## src/rtl/warmup_pkg.sv

```systemverilog
// Shared definitions for the warm-up key driver.
// Holds the controller state encoding, the core data/op widths and a small
// helper used to size the internal counters.
package warmup_pkg;

  localparam int DATA_W = 8;
  localparam int OP_W   = 2;

  typedef enum logic [2:0] {
    ST_IDLE        = 3'd0,
    ST_INJECT      = 3'd1,
    ST_WAIT_UNLOCK = 3'd2,
    ST_READY       = 3'd3,
    ST_REQ_DRIVE   = 3'd4,
    ST_REQ_WAIT    = 3'd5,
    ST_FAIL        = 3'd6
  } state_t;

  function automatic int max3(input int a, input int b, input int c);
    int m;
    m = (a > b) ? a : b;
    return (m > c) ? m : c;
  endfunction

endpackage

```

## src/rtl/warmup_hold_timer.sv

```systemverilog
// Loadable saturating down-counter.
// Ports:
//   clk, rst : clock, asynchronous active-high reset
//   load     : load value into the counter this cycle
//   value    : load value; loading N gives N+1 cycles before done
//   done     : high while the count is zero
module warmup_hold_timer #(
  parameter int W = 5
) (
  input  logic         clk,
  input  logic         rst,
  input  logic         load,
  input  logic [W-1:0] value,
  output logic         done
);

  logic [W-1:0] count;

  // Stops at zero instead of wrapping, so a timer left idle stays done.
  always_ff @(posedge clk or posedge rst) begin
    if (rst) begin
      count <= '0;
    end else if (load) begin
      count <= value;
    end else if (count != '0) begin
      count <= count - W'(1);
    end
  end

  assign done = (count == '0);

endmodule

```

## src/rtl/warmup_key_driver.sv

```systemverilog
// Warm-up key driver: injects a key sequence into a locked core, waits for
// the core to report unlock, then forwards single user requests to it.
// Ports:
//   clk, rst                 : clock, asynchronous active-high reset
//   start                    : pulse that (re)starts key injection
//   key_data / key_op        : key steps, step 0 in the LSBs, latched on start
//   core_datain / core_op    : drive the locked core (0/0 when not driving)
//   core_valid/core_dataout  : core response
//   req_valid/req_ready      : user request handshake
//   req_data / req_op        : user request payload
//   rsp_valid / rsp_data     : one-cycle response pulse and captured data
//   rsp_err                  : one-cycle pulse on request timeout
//   unlocked / unlock_fail   : status flags (unlock_fail is sticky)
//   dbg_state                : current controller state
// Handshake: a request transfers on a rising edge where req_valid and
// req_ready are both high. req_ready is high only in READY and is pulled low
// in any cycle where start is high; it never depends on req_valid.
module warmup_key_driver
  import warmup_pkg::*;
#(
  parameter int KEY_LEN     = 4,
  parameter int STEP_CYCLES = 3,
  parameter int TIMEOUT     = 16
) (
  input  logic                   clk,
  input  logic                   rst,
  input  logic                   start,
  input  logic [DATA_W*KEY_LEN-1:0] key_data,
  input  logic [OP_W*KEY_LEN-1:0]   key_op,
  output logic [DATA_W-1:0]      core_datain,
  output logic [OP_W-1:0]        core_op,
  input  logic                   core_valid,
  input  logic [DATA_W-1:0]      core_dataout,
  input  logic                   req_valid,
  output logic                   req_ready,
  input  logic [DATA_W-1:0]      req_data,
  input  logic [OP_W-1:0]        req_op,
  output logic                   rsp_valid,
  output logic [DATA_W-1:0]      rsp_data,
  output logic                   unlocked,
  output logic                   unlock_fail,
  output logic                   rsp_err,
  output logic [2:0]             dbg_state
);

  localparam int CW = $clog2(max3(STEP_CYCLES, TIMEOUT, KEY_LEN)) + 1;
  localparam logic [CW-1:0] LAST_STEP = CW'(KEY_LEN - 1);
  localparam logic [CW-1:0] HOLD_VAL  = CW'(STEP_CYCLES - 1);
  localparam logic [CW-1:0] TMO_VAL   = CW'(TIMEOUT - 1);

  state_t state_q, state_d;
  logic [CW-1:0] step_q, step_d;
  logic [DATA_W*KEY_LEN-1:0] key_data_q, key_data_sel;
  logic [OP_W*KEY_LEN-1:0]   key_op_q, key_op_sel;
  logic [DATA_W-1:0] req_data_q;
  logic [OP_W-1:0]   req_op_q;

  logic hold_load, hold_done, tmo_load, tmo_done;
  logic do_restart, req_fire, unlock_ok, unlock_to, rsp_fire, err_fire;

  warmup_hold_timer #(.W(CW)) u_hold (
    .clk(clk), .rst(rst), .load(hold_load), .value(HOLD_VAL), .done(hold_done)
  );

  warmup_hold_timer #(.W(CW)) u_timeout (
    .clk(clk), .rst(rst), .load(tmo_load), .value(TMO_VAL), .done(tmo_done)
  );

  assign req_ready = (state_q == ST_READY) && !start;
  assign dbg_state = state_q;

  always_comb begin
    state_d    = state_q;
    step_d     = step_q;
    hold_load  = 1'b0;
    tmo_load   = 1'b0;
    do_restart = 1'b0;
    req_fire   = 1'b0;
    unlock_ok  = 1'b0;
    unlock_to  = 1'b0;
    rsp_fire   = 1'b0;
    err_fire   = 1'b0;
    case (state_q)
      ST_IDLE, ST_READY, ST_FAIL: begin
        if (start) begin
          do_restart = 1'b1;
        end else if (state_q == ST_READY && req_valid) begin
          req_fire  = 1'b1;
          hold_load = 1'b1;
          state_d   = ST_REQ_DRIVE;
        end
      end
      ST_INJECT: begin
        if (hold_done) begin
          if (step_q == LAST_STEP) begin
            tmo_load = 1'b1;
            state_d  = ST_WAIT_UNLOCK;
          end else begin
            step_d    = step_q + CW'(1);
            hold_load = 1'b1;
          end
        end
      end
      // core_valid is checked before the timeout so a coincident valid wins.
      ST_WAIT_UNLOCK: begin
        if (core_valid) begin
          unlock_ok = 1'b1;
          state_d   = ST_READY;
        end else if (tmo_done) begin
          unlock_to = 1'b1;
          state_d   = ST_FAIL;
        end
      end
      ST_REQ_DRIVE: begin
        if (hold_done) begin
          tmo_load = 1'b1;
          state_d  = ST_REQ_WAIT;
        end
      end
      ST_REQ_WAIT: begin
        if (core_valid) begin
          rsp_fire = 1'b1;
          state_d  = ST_READY;
        end else if (tmo_done) begin
          err_fire = 1'b1;
          state_d  = ST_FAIL;
        end
      end
      default: state_d = ST_IDLE;
    endcase
    if (do_restart) begin
      state_d   = ST_INJECT;
      step_d    = '0;
      hold_load = 1'b1;
    end
  end

  always_ff @(posedge clk or posedge rst) begin
    if (rst) begin
      state_q <= ST_IDLE;
      step_q  <= '0;
    end else begin
      state_q <= state_d;
      step_q  <= step_d;
    end
  end

  always_ff @(posedge clk or posedge rst) begin
    if (rst) begin
      key_data_q  <= '0;
      key_op_q    <= '0;
      req_data_q  <= '0;
      req_op_q    <= '0;
      unlocked    <= 1'b0;
      unlock_fail <= 1'b0;
      rsp_valid   <= 1'b0;
      rsp_data    <= '0;
      rsp_err     <= 1'b0;
    end else begin
      rsp_valid <= rsp_fire;
      rsp_err   <= err_fire;
      if (rsp_fire) rsp_data <= core_dataout;
      if (req_fire) begin
        req_data_q <= req_data;
        req_op_q   <= req_op;
      end
      if (do_restart) begin
        key_data_q  <= key_data;
        key_op_q    <= key_op;
        unlocked    <= 1'b0;
        unlock_fail <= 1'b0;
      end else begin
        if (unlock_ok) unlocked <= 1'b1;
        if (err_fire)  unlocked <= 1'b0;
        if (unlock_to) unlock_fail <= 1'b1;
      end
    end
  end

  // Current key step sits in the low bits after shifting by the step index.
  assign key_data_sel = key_data_q >> {step_q, 3'b000};
  assign key_op_sel   = key_op_q >> {step_q, 1'b0};

  always_comb begin
    core_datain = '0;
    core_op     = '0;
    if (state_q == ST_INJECT) begin
      core_datain = key_data_sel[DATA_W-1:0];
      core_op     = key_op_sel[OP_W-1:0];
    end else if (state_q == ST_REQ_DRIVE) begin
      core_datain = req_data_q;
      core_op     = req_op_q;
    end
  end

endmodule

```

## config.mk

```make
export PLATFORM = sky130hd
export DESIGN_NAME = warmup_key_driver
export DESIGN_NICKNAME = d
export VERILOG_FILES = /design/src/rtl/warmup_pkg.sv /design/src/rtl/warmup_hold_timer.sv /design/src/rtl/warmup_key_driver.sv
export SDC_FILE = /design/constraint.sdc
export NUM_CORES = 1
export LEC_CHECK = 0
export ABC_AREA = 1
export CAP_MARGIN = 30
export CORE_UTILIZATION = 25
export CTS_CLUSTER_SIZE = 16
export DETAILED_ROUTE_END_ITERATION = 6
export PLACE_DENSITY_LB_ADDON = 0.2
export REMOVE_ABC_BUFFERS = 1
export SLEW_MARGIN = 20
export SYNTH_ARGS = -nofsm -noshare
export SYNTH_HDL_FRONTEND = slang
export SYNTH_SLANG_ARGS = --single-unit
```

## constraint.sdc

```tcl
create_clock -name clk -period 3.7 [get_ports clk]
set_input_delay 0.925 -clock clk [delete_from_list [all_inputs] [get_ports clk]]
set_output_delay 0.925 -clock clk [all_outputs]
set_load 0.05 [all_outputs]
```

==> metrics.cfg <==
[run_status]
status = finished with violations
violations = design-rule violations

[grt]
grt_antenna_before_repair = 0
grt_use_total = 0.134
grt_max_degree = 49
grt_pass1_wl_microns = 16600
grt_pass1_vias = 3403
overflow = 0

[floorplan]
core_sq_um = 14700
ioPinCount = 89
dieArea_sq_um = 15800
die_y_microns = 126
start_util = 0.260
rows = 44
die_x_microns = 126

[synth]
synthArstFlopShare = 1.00
synth_common_cells = nand2_1 (193), dfrtp_1 (80), o21ai_0 (35)
syn_area_sq_um = 3820
ys_seq_elements = 80
synth.most_common_cell = nand2_1
synth-edff-count = 0
synth_ff_type = dfrtp_1
syn_inst = 476
ys_top_cells_by_area = dfrtp_1 (52%), nand2_1 (19%), o21ai_0 (4.6%)
avgSynthCellArea_sq_um = 8.02
yosysTopAreaCell = dfrtp_1
yosysWarnings = 0
yosysSeqAreaShare = 0.524
yosysUniqueCellTypes = 29
synth_top_area_share = 0.524

[route]
via_per_inst = 4.43
wl_microns = 9980
vias = 3350
drcViolationCount = 3
wire_per_inst_microns = 13.2
drt_iter0_markers = 118
drtAntennaViolNets = 0
dr.pass1.iters = 7

[cells_and_area]
drive_above_1_share = 0.0892
antenna_cells = 0
fin_util = 0.359
multiInputGateArea_sq_um = 1570
nets = 635
stdcell_count = 756
regArea_sq_um = 2000
area_delta_synth_final_pct = 38.0
final.fill_count = 1538
final_area_sq_um = 5270

[placed_design]
post-dp-hpwl_microns = 7000
placed_cells = 738
placed_area_sq_um = 4930
pre_cts_slack_ns = 0.412
port_buffers = 88
place_congestion = 0.812

[hold_path]
min_path_type = flop to flop
min_to = req_data_q[2]$_DFFE_PP0N_
hold_start = req_data_q[2]$_DFFE_PP0N_
hold_path_depth = 2

[critical_path]
r2r-start = step_q[0]$_DFFE_PP0P_
r2r_end = step_q[3]$_DFFE_PP0P_
arrival_ns = 2.58
path_class = flop to output pin
reg2reg_slack_ns = 1.77
path_max_fanout = 7
required_ns = 2.77
critPathCaptureType = output pin
crit_path_start_kind = flop
reg2regPathDepth = 8

[cts]
post_cts_resized = 0
cts_hold_buf = 0
clkLatencyLatePin_ns = 0.35
numCtsBuffers = 9
cts_sinks = 80
clk_pin_slew_ns = 0.06
htreeDepth = 3
cts_tree = yes
cts_root_buffer = clkbuf_16
clk_path_buf_depth = 2

[timing]
finClkSkew_ns = 0.00469
finalSetupViolCount = 0
tightest_slew_ns = 0.643
rsz0062_at_grt = no
drv_slew = 0
worst_hold_slack_ns = 0.468
hold_viol = 0
maxSlewHeadroom = 0.571
setup_tns_ns = 0
period_share = 0.946
setup_slack_ns = 0.199
fmax_mhz = 286
final.min_clock_period_ns = 3.50

[power]
leakagePower_nw = 2.52
total_power_mw = 4.49
vdd_drop_max_mv = 0.436
power_density_nw_per_um2 = 851

[job]
cap_violations = 0

-- worst max path at each step --
stage	start	end	slack [ns]
2_1_floorplan	dbg_state[0]$_DFFE_PP0P_	core_op[1]	0.69
3_3_place_gp	dbg_state[1]$_DFFE_PP0P_	core_datain[1]	0.51
3_5_place_dp	dbg_state[2]$_DFFE_PP0P_	core_datain[7]	0.41
4_1_cts	dbg_state[2]$_DFFE_PP0P_	core_datain[7]	0.03
5_1_grt	dbg_state[2]$_DFFE_PP0P_	core_datain[7]	0.08
6_report	dbg_state[2]$_DFFE_PP0P_	core_datain[7]	0.20
-- where the power goes --
part           leakage (nW)  internal (mW)  switching, mW  total [mW]
logic                  1.36          0.736           1.32        2.06
registers              1.01           1.25          0.212        1.46
clock network         0.156          0.592          0.374       0.966
-- layout by cell type (no fill, tap or decap), types with 7 or more instances in the layout --
cell type and n:
nand2_1 193, clkdlybuf4s50_1 85, dfrtp_1 80, o21ai_0 35
inv_1 31, nand3_1 23, a21oi_1 21, nor2_1 15
o21ai_1 14, clkbuf_16 9, buf_4 8, inv_2 7
-- sequential cells by signal, summed over array words and instances, names as in the netlist --
name / cells
key_data_q: 32
key_op_q: 8
req_data_q: 8
rsp_data: 8
step_q: 5
u_hold.count: 5
u_timeout.count: 5
dbg_state: 3
req_op_q: 2
rsp_err: 1
rsp_valid: 1
unlock_fail: 1
unlocked: 1
-- final cells by class --
type,count,area share
Sequential cell,80,0.380
Multi-Input combinational cell,339,0.299
Timing Repair Buffer,97,0.188
Tap cell,184,0.0437
Clock buffer,9,0.0427
Inverter,40,0.0290
Clock inverter,7,0.0180
-- worst max-delay path, cell delays in order, from the launching register on --
cell	delay, ns
dfrtp_1	0.44
inv_2	0.12
nand3_2	0.13
nor4_4	0.33
buf_4	0.22
nand3_1	0.09
nand2_1	0.08
clkdlybuf4s50_1	0.80
-- routing by layer --
metal,vias up,share of wire,global-route usage
li1,1691,-,-
met1,1550,0.45,0.162
met2,85,0.47,0.221
met3,24,0.049,0.0317
met4,0,0.033,0.0674
met5,-,0,0
-- timing repair --
action / in CTS / in global routing
setup endpoints to repair: 0 / 6
hold endpoints to repair: 0 / 0
setup buffers: 0 / 2
-- cell families (layout without fill, tap and decap cells) --
| kind of cell | count (synthesis) | in the layout | synth area share |
|---|---|---|---|
| compound gates | 73 | 73 | 0.0980 |
| buf+inv | 57 | 153 | 0.0636 |
| simple gates | 254 | 254 | 0.282 |
| fa+ha+maj | 5 | 5 | 0.0164 |
| flops | 80 | 80 | 0.524 |
| xor+xnor | 7 | 7 | 0.0161 |
Note: power is estimated with default switching activity, not from simulation.
==> variant 1, RTL diff (same settings) <==
The package constant `OP_W` goes from 2 to 4.
--- a/src/rtl/warmup_pkg.sv
+++ b/src/rtl/warmup_pkg.sv
@@ -4,7 +4,7 @@
 package warmup_pkg;
 
   localparam int DATA_W = 8;
-  localparam int OP_W   = 2;
+  localparam int OP_W   = 4;
 
   typedef enum logic [2:0] {
     ST_IDLE        = 3'd0,
Interface: changed (resized core_op, key_op and req_op); port bits go from 89 to 101. The function was not compared with the original's and may differ.
==> variant 1 against the unedited design <==
Worst hold slack improved by 0.0053 ns; sequential cell count rose by 10; setup slack improved by 0.14 ns; area after synthesis rose by 19%; clock skew rose by 0.0049 ns; total power rose by 9.7%; largest power group unchanged; final area rose by 14%; wire length rose by 22%.
==> variant 1: results (changes against the unedited design) <==
- 0 — grt ovf, unchanged
- 33 — count of cell types in the netlist, +14%
- key_data_q — most flop-heavy register
- 0 — initial antenna violation count, unchanged
- completed — status
- 8 — worst reg-to-reg path cell count, unchanged
- dfrtp_1 — top_reg_cell synth
- 1.63 ns — R2R Setup Slk, -0.14 ns
- 1.372% — adder-cell share of the synthesized area, -0.27 points
- 3.359 ns — final worst path period need, -0.1420 ns
- 0.4732 ns — worst-case hold slack, +0.005343 ns
- 9.573% — ratio of cells with drive above 1 in the final layout, +0.66 points
- 0 — drt drc, -3
- 9 — TritonCTS buffer count, unchanged
- 90 — register bit count reported by yosys, +13%
- 0.7767 ns — Placement Setup Slack, +0.3651 ns
- req_data_q[6]$_DFFE_PP0P_ — Hold Path Origin
- 2.43 ns — data arrival time of the critical path, -0.15 ns
- 2.917 nW — Lkg Pwr, +16%
- 56.43% — relative max-transition margin, -0.64 points
- 908 — count of non-filler cells in the finished layout, +20%
- 70 — maximum number of pins on one net before global-route repair, +43%
- u_hold.count[2]$_DFFE_PP0P_ — endpoint of the worst register-to-register path
- 0.0004022 V — maximum ir drop on the vdd rail, -7.8%
- 10.45% — Compound-Gate Fraction of Synth Area, +0.66 points
- 893 — placed cell count, +21%
- step_q[1]$_DFFE_PP0P_ — crit path launch
- dfrtp_1, nand2_1, inv_1 — main area contributors after synthesis
- 18 — biggest fanout along the worst timing path, +11
- 0.8213 — RePlAce Congestion, +1.2%
- core_op[1] — Critical Path Sink
- 582 — Cells after Synth, +22%
- 8.742 mm — Post-DP HPWL, +25%
- 235 — number of design-rule violations left by the first detailed-router iteration, +99%
- 0 — count of synthesis-stage warnings from yosys, unchanged
- step_q[0]$_DFFE_PP0P_ — origin of the critical flop-to-flop path
- 0.7682% — xor and xnor fraction of the mapped netlist area, -0.84 points
- 100 — IO buf count, +14%
- 4086 — vias after detailed routing, +22%
- 753 — final net count, +19%
- 0.009625 ns — Layout Skew, +0.004932 ns
- nand2_1, dfrtp_1, inv_1, nand3_1, o21ai_0 — most numerous cell types in the synthesized netlist
- 13.62% — global router's overall resource usage, +0.26 points
- 19.50 mm — first-pass GRT wire length, +18%
- key_data_q: 32 flops, key_op_q: 16 flops — registers with the most flip-flops
- 5 — Pre-Repair DR Iteration Count, -2
- 0 — number of post-CTS setup repair buffers, unchanged
- 49.38% — sequential element share of the synthesized area, -3.0 points
- 3 — Max H-tree Level, unchanged
- req_data_q[6]$_DFFE_PP0P_ — Min-Delay Endpoint
- 3916 — vias in the first global route, +15%
- 0.005758 mm² — total cell area at the placement stage, +17%
- 13.42 µm — average routed wire per standard cell, +1.7%
[variant 1: where the power goes]
| part | switching, mW | internal [mW] | total [mW] |
|---|---|---|---|
| sequential | 0.264 | 1.42 | 1.69 |
| combinational | 1.56 | 0.857 | 2.42 |
| clock | 0.366 | 0.450 | 0.815 |
[variant 1: cells by family (layout without fill, tap and decap cells)]
| family | Yosys count | count (layout) |
|---|---|---|
| DFF | 90 | 90 |
| and+or+nand+nor | 329 | 329 |
| adders and majority gates | 5 | 5 |
| xor gates and xnor gates | 4 | 4 |
| buffers and inverters | 77 | 174 |
| AOI/OAI and AO/OA | 77 | 77 |
[variant 1: final cells by class]
class / instances / area, µm²
Fill cell: 1886 / 11890
Timing Repair Buffer: 106 / 1064
Sequential cell: 90 / 2252
Clock inverter: 3 / 17.52
Multi-Input combinational cell: 415 / 1953
Clock buffer: 12 / 236.5
Tap cell: 229 / 286.5
Inverter: 53 / 202.7
[variant 1: routing by layer]
| layer | GRT usage, % | part of all wire [%] | vias up | wire, µm |
|---|---|---|---|---|
| met5 | 0 | 0 | - | 0 |
| met4 | 3.846 | 0.98 | 0 | 120 |
| met3 | 3.407 | 5.5 | 8 | 670 |
| met2 | 21.72 | 46 | 119 | 5565 |
| met1 | 18.17 | 48 | 1914 | 5832 |
| li1 | - | - | 2045 | - |
[variant 1: critical path: stages (launching register included)]
cell      delay, ns
dfrtp_1        0.76
clkinv_1       0.44
o21ai_0        0.18
nand2_1        0.07
nand2_1        0.05
nand2_1        0.05
o21ai_0        0.27
buf_4          0.26
==> variant 2, RTL diff (same flow settings) <==
Made on the original files. Add an input register stage for `key_data` and `key_op`, with the module's reset; this delays them by one clock. The other inputs are not delayed to match.
--- a/src/rtl/warmup_key_driver.sv
+++ b/src/rtl/warmup_key_driver.sv
@@ -48,6 +48,19 @@
   localparam logic [CW-1:0] HOLD_VAL  = CW'(STEP_CYCLES - 1);
   localparam logic [CW-1:0] TMO_VAL   = CW'(TIMEOUT - 1);
 
+  logic [DATA_W*KEY_LEN-1:0] key_data_r;
+  logic [OP_W*KEY_LEN-1:0] key_op_r;
+
+  always_ff @(posedge clk or posedge rst) begin
+    if (rst) begin
+      key_data_r <= '0;
+      key_op_r   <= '0;
+    end else begin
+      key_data_r <= key_data;
+      key_op_r   <= key_op;
+    end
+  end
+
   state_t state_q, state_d;
   logic [CW-1:0] step_q, step_d;
   logic [DATA_W*KEY_LEN-1:0] key_data_q, key_data_sel;
@@ -165,8 +178,8 @@
         req_op_q   <= req_op;
       end
       if (do_restart) begin
-        key_data_q  <= key_data;
-        key_op_q    <= key_op;
+        key_data_q  <= key_data_r;
+        key_op_q    <= key_op_r;
         unlocked    <= 1'b0;
         unlock_fail <= 1'b0;
       end else begin
Function: changed (Yosys sat finds a counterexample within 4 cycles, from zero or initial values and one cycle with rst high).
==> variant 2 against the unedited design <==
Total power up 27%; wire length up 15%; non-clock buffer count fell by 3; count of clock-buffer cells in the layout is 14 higher; sequential cell count grew 40; area after synthesis increased by 26%; worst hold slack worse by 0.032 ns; setup slack improved by 0.18 ns; final area up 23%; critical path type unchanged; critical endpoint is now core_op[0]; highest routed layer unchanged.
==> variant 2: results (changes against the unedited design) <==
- 3765 — vias in the first global route, +11%
- 62 — maximum number of pins on one net before global-route repair, +27%
- 0.05 ns — Clk pin slew, worst setup/hold paths
- 3.838% — routing usage on met3, +0.67 points
- 17 — TritonCTS buffer count, +8
- 0.3013 GHz — maximum operating frequency, +5.5%
- 0.7595 ns — Placement Setup Slack, +0.3480 ns
- 0.67 ns — delay of the slowest cell on the worst path, -0.13 ns
- 1.301% — adder-cell share of the synthesized area, -0.34 points
- 9.501% — ratio of cells with drive above 1 in the final layout, +0.58 points
- nor4_4 — master of the slowest instance on the critical path
- 0.0003899 V — maximum ir drop on the vdd rail, -11%
- 7.128% — Compound-Gate Fraction of Synth Area, -2.7 points
- 62.43% — sequential element share of the synthesized area, +10 points
- 10 — biggest fanout along the worst timing path, +3
- 0.7153 — RePlAce Congestion, -12%
- 7.501 mm — Post-DP HPWL, +7.2%
- 19.85% — met2 Use GR, -2.2 points
- 515 — Cells after Synth, +8.2%
- completed — status
- 0 — count of synthesis-stage warnings from yosys, unchanged
- simple AND/OR/NAND/NOR gates — largest family of logic cells by synthesized area
- 4.324 — vias per inst, -2.4%
- 3697 — vias after detailed routing, +10%
- nand2_1, dfrtp_1, o21ai_0, inv_1, nor2_1 — most numerous cell types in the synthesized netlist
- 1923 — total of fill cells in the finished design, +25%
- 11.48 mm — total detailed-routing wirelength, +15%
- 1.457% — xor and xnor fraction of the mapped netlist area, -0.15 points
- 15.89% — met1 track demand over resource in global routing, -0.35 points
- 883.9 mW/mm² — Pwr Density, +3.8%
- 1.74 ns — R2R Setup Slk, -0.03 ns
- 12.38% — global router's overall resource usage, -0.98 points
- 25 — count of cell types in the netlist, -14%
- 4 — Max H-tree Level, +1
- 0.008261 ns — Layout Skew, +0.003569 ns
- simple AND/OR/NAND/NOR gates — critical path's top delay family
- 3.107 nW — Lkg Pwr, +23%
- flop to flop — path type of the worst min-delay path
- 825 — placed cell count, +12%
- 0.005912 mm² — total cell area at the placement stage, +20%
- 44.38% — relative max-transition margin, -13 points
- dfrtp_1, nand2_1, o21ai_0 — main area contributors after synthesis
- 0.41 ns — clock latency at the later pin of the worst-skew pair, +0.06 ns
- 4 — Pre-Repair DR Iteration Count, -3
- 0 — initial antenna violation count, unchanged
- 678 — final net count, +6.8%
- 18.69 mm — first-pass GRT wire length, +13%
- 0.4356 ns — worst-case hold slack, -0.03224 ns
- 172 — number of design-rule violations left by the first detailed-router iteration, +46%
- 0 — Antenna diodes, unchanged
-- variant 2: worst paths after layout --
check / start / end / cells after the start
worst max-delay path: dbg_state[2]$_DFFE_PP0P_ / core_op[0] / 6
worst min-delay path: key_data_r[9]$_DFF_PP0_ / key_data_q[9]$_DFFE_PP0N_ / 2
worst max register to register: dbg_state[0]$_DFFE_PP0P_ / key_data_q[17]$_DFFE_PP0N_ / 8
worst min register to register: key_data_r[9]$_DFF_PP0_ / key_data_q[9]$_DFFE_PP0N_ / 2
max in group asynchronous: rst / key_data_q[30]$_DFFE_PP0N_ / 3
min in group asynchronous: rst / u_hold.count[3]$_DFFE_PP0P_ / 2
-- variant 2: power breakdown --
part | internal, mW | leakage (nW) | switching, mW | total (mW)
combinational | 0.722 | 1.37 | 1.45 | 2.17
clock | 0.984 | 0.275 | 0.556 | 1.54
sequential | 1.74 | 1.46 | 0.260 | 2.00
-- variant 2: metal layers --
layer | wire length, µm | vias up
li1 | - | 1823
met1 | 5387 | 1757
met2 | 5295 | 105
met3 | 659 | 12
met4 | 141 | 0
met5 | 0 | -
-- variant 2: cell families after synthesis --
group | count (synthesis)
and+or+nand+nor | 262
DFF | 120
AOI/OAI and AO/OA | 66
buffers and inverters | 54
xor gates and xnor gates | 8
adders and majority gates | 5
-- variant 2: final cells by class --
type | instances | area share (%)
inverter | 36 | 2.127
sequential | 120 | 46.41
clock inverter | 7 | 1.083
tap | 234 | 4.525
timing repair buffer | 94 | 14.08
clock buffer | 23 | 7.542
multi-input combinational | 341 | 24.23
-- variant 2: worst reg2reg max path, cell delays in order, from the launching register on --
cell and delay (ns):
dfrtp_1 0.47, nor2_2 0.25, nand2_2 0.07, nand3_2 0.12
nand2_4 0.06, inv_2 0.46, buf_4 0.33, nand2_1 0.08
nand2_1 0.06
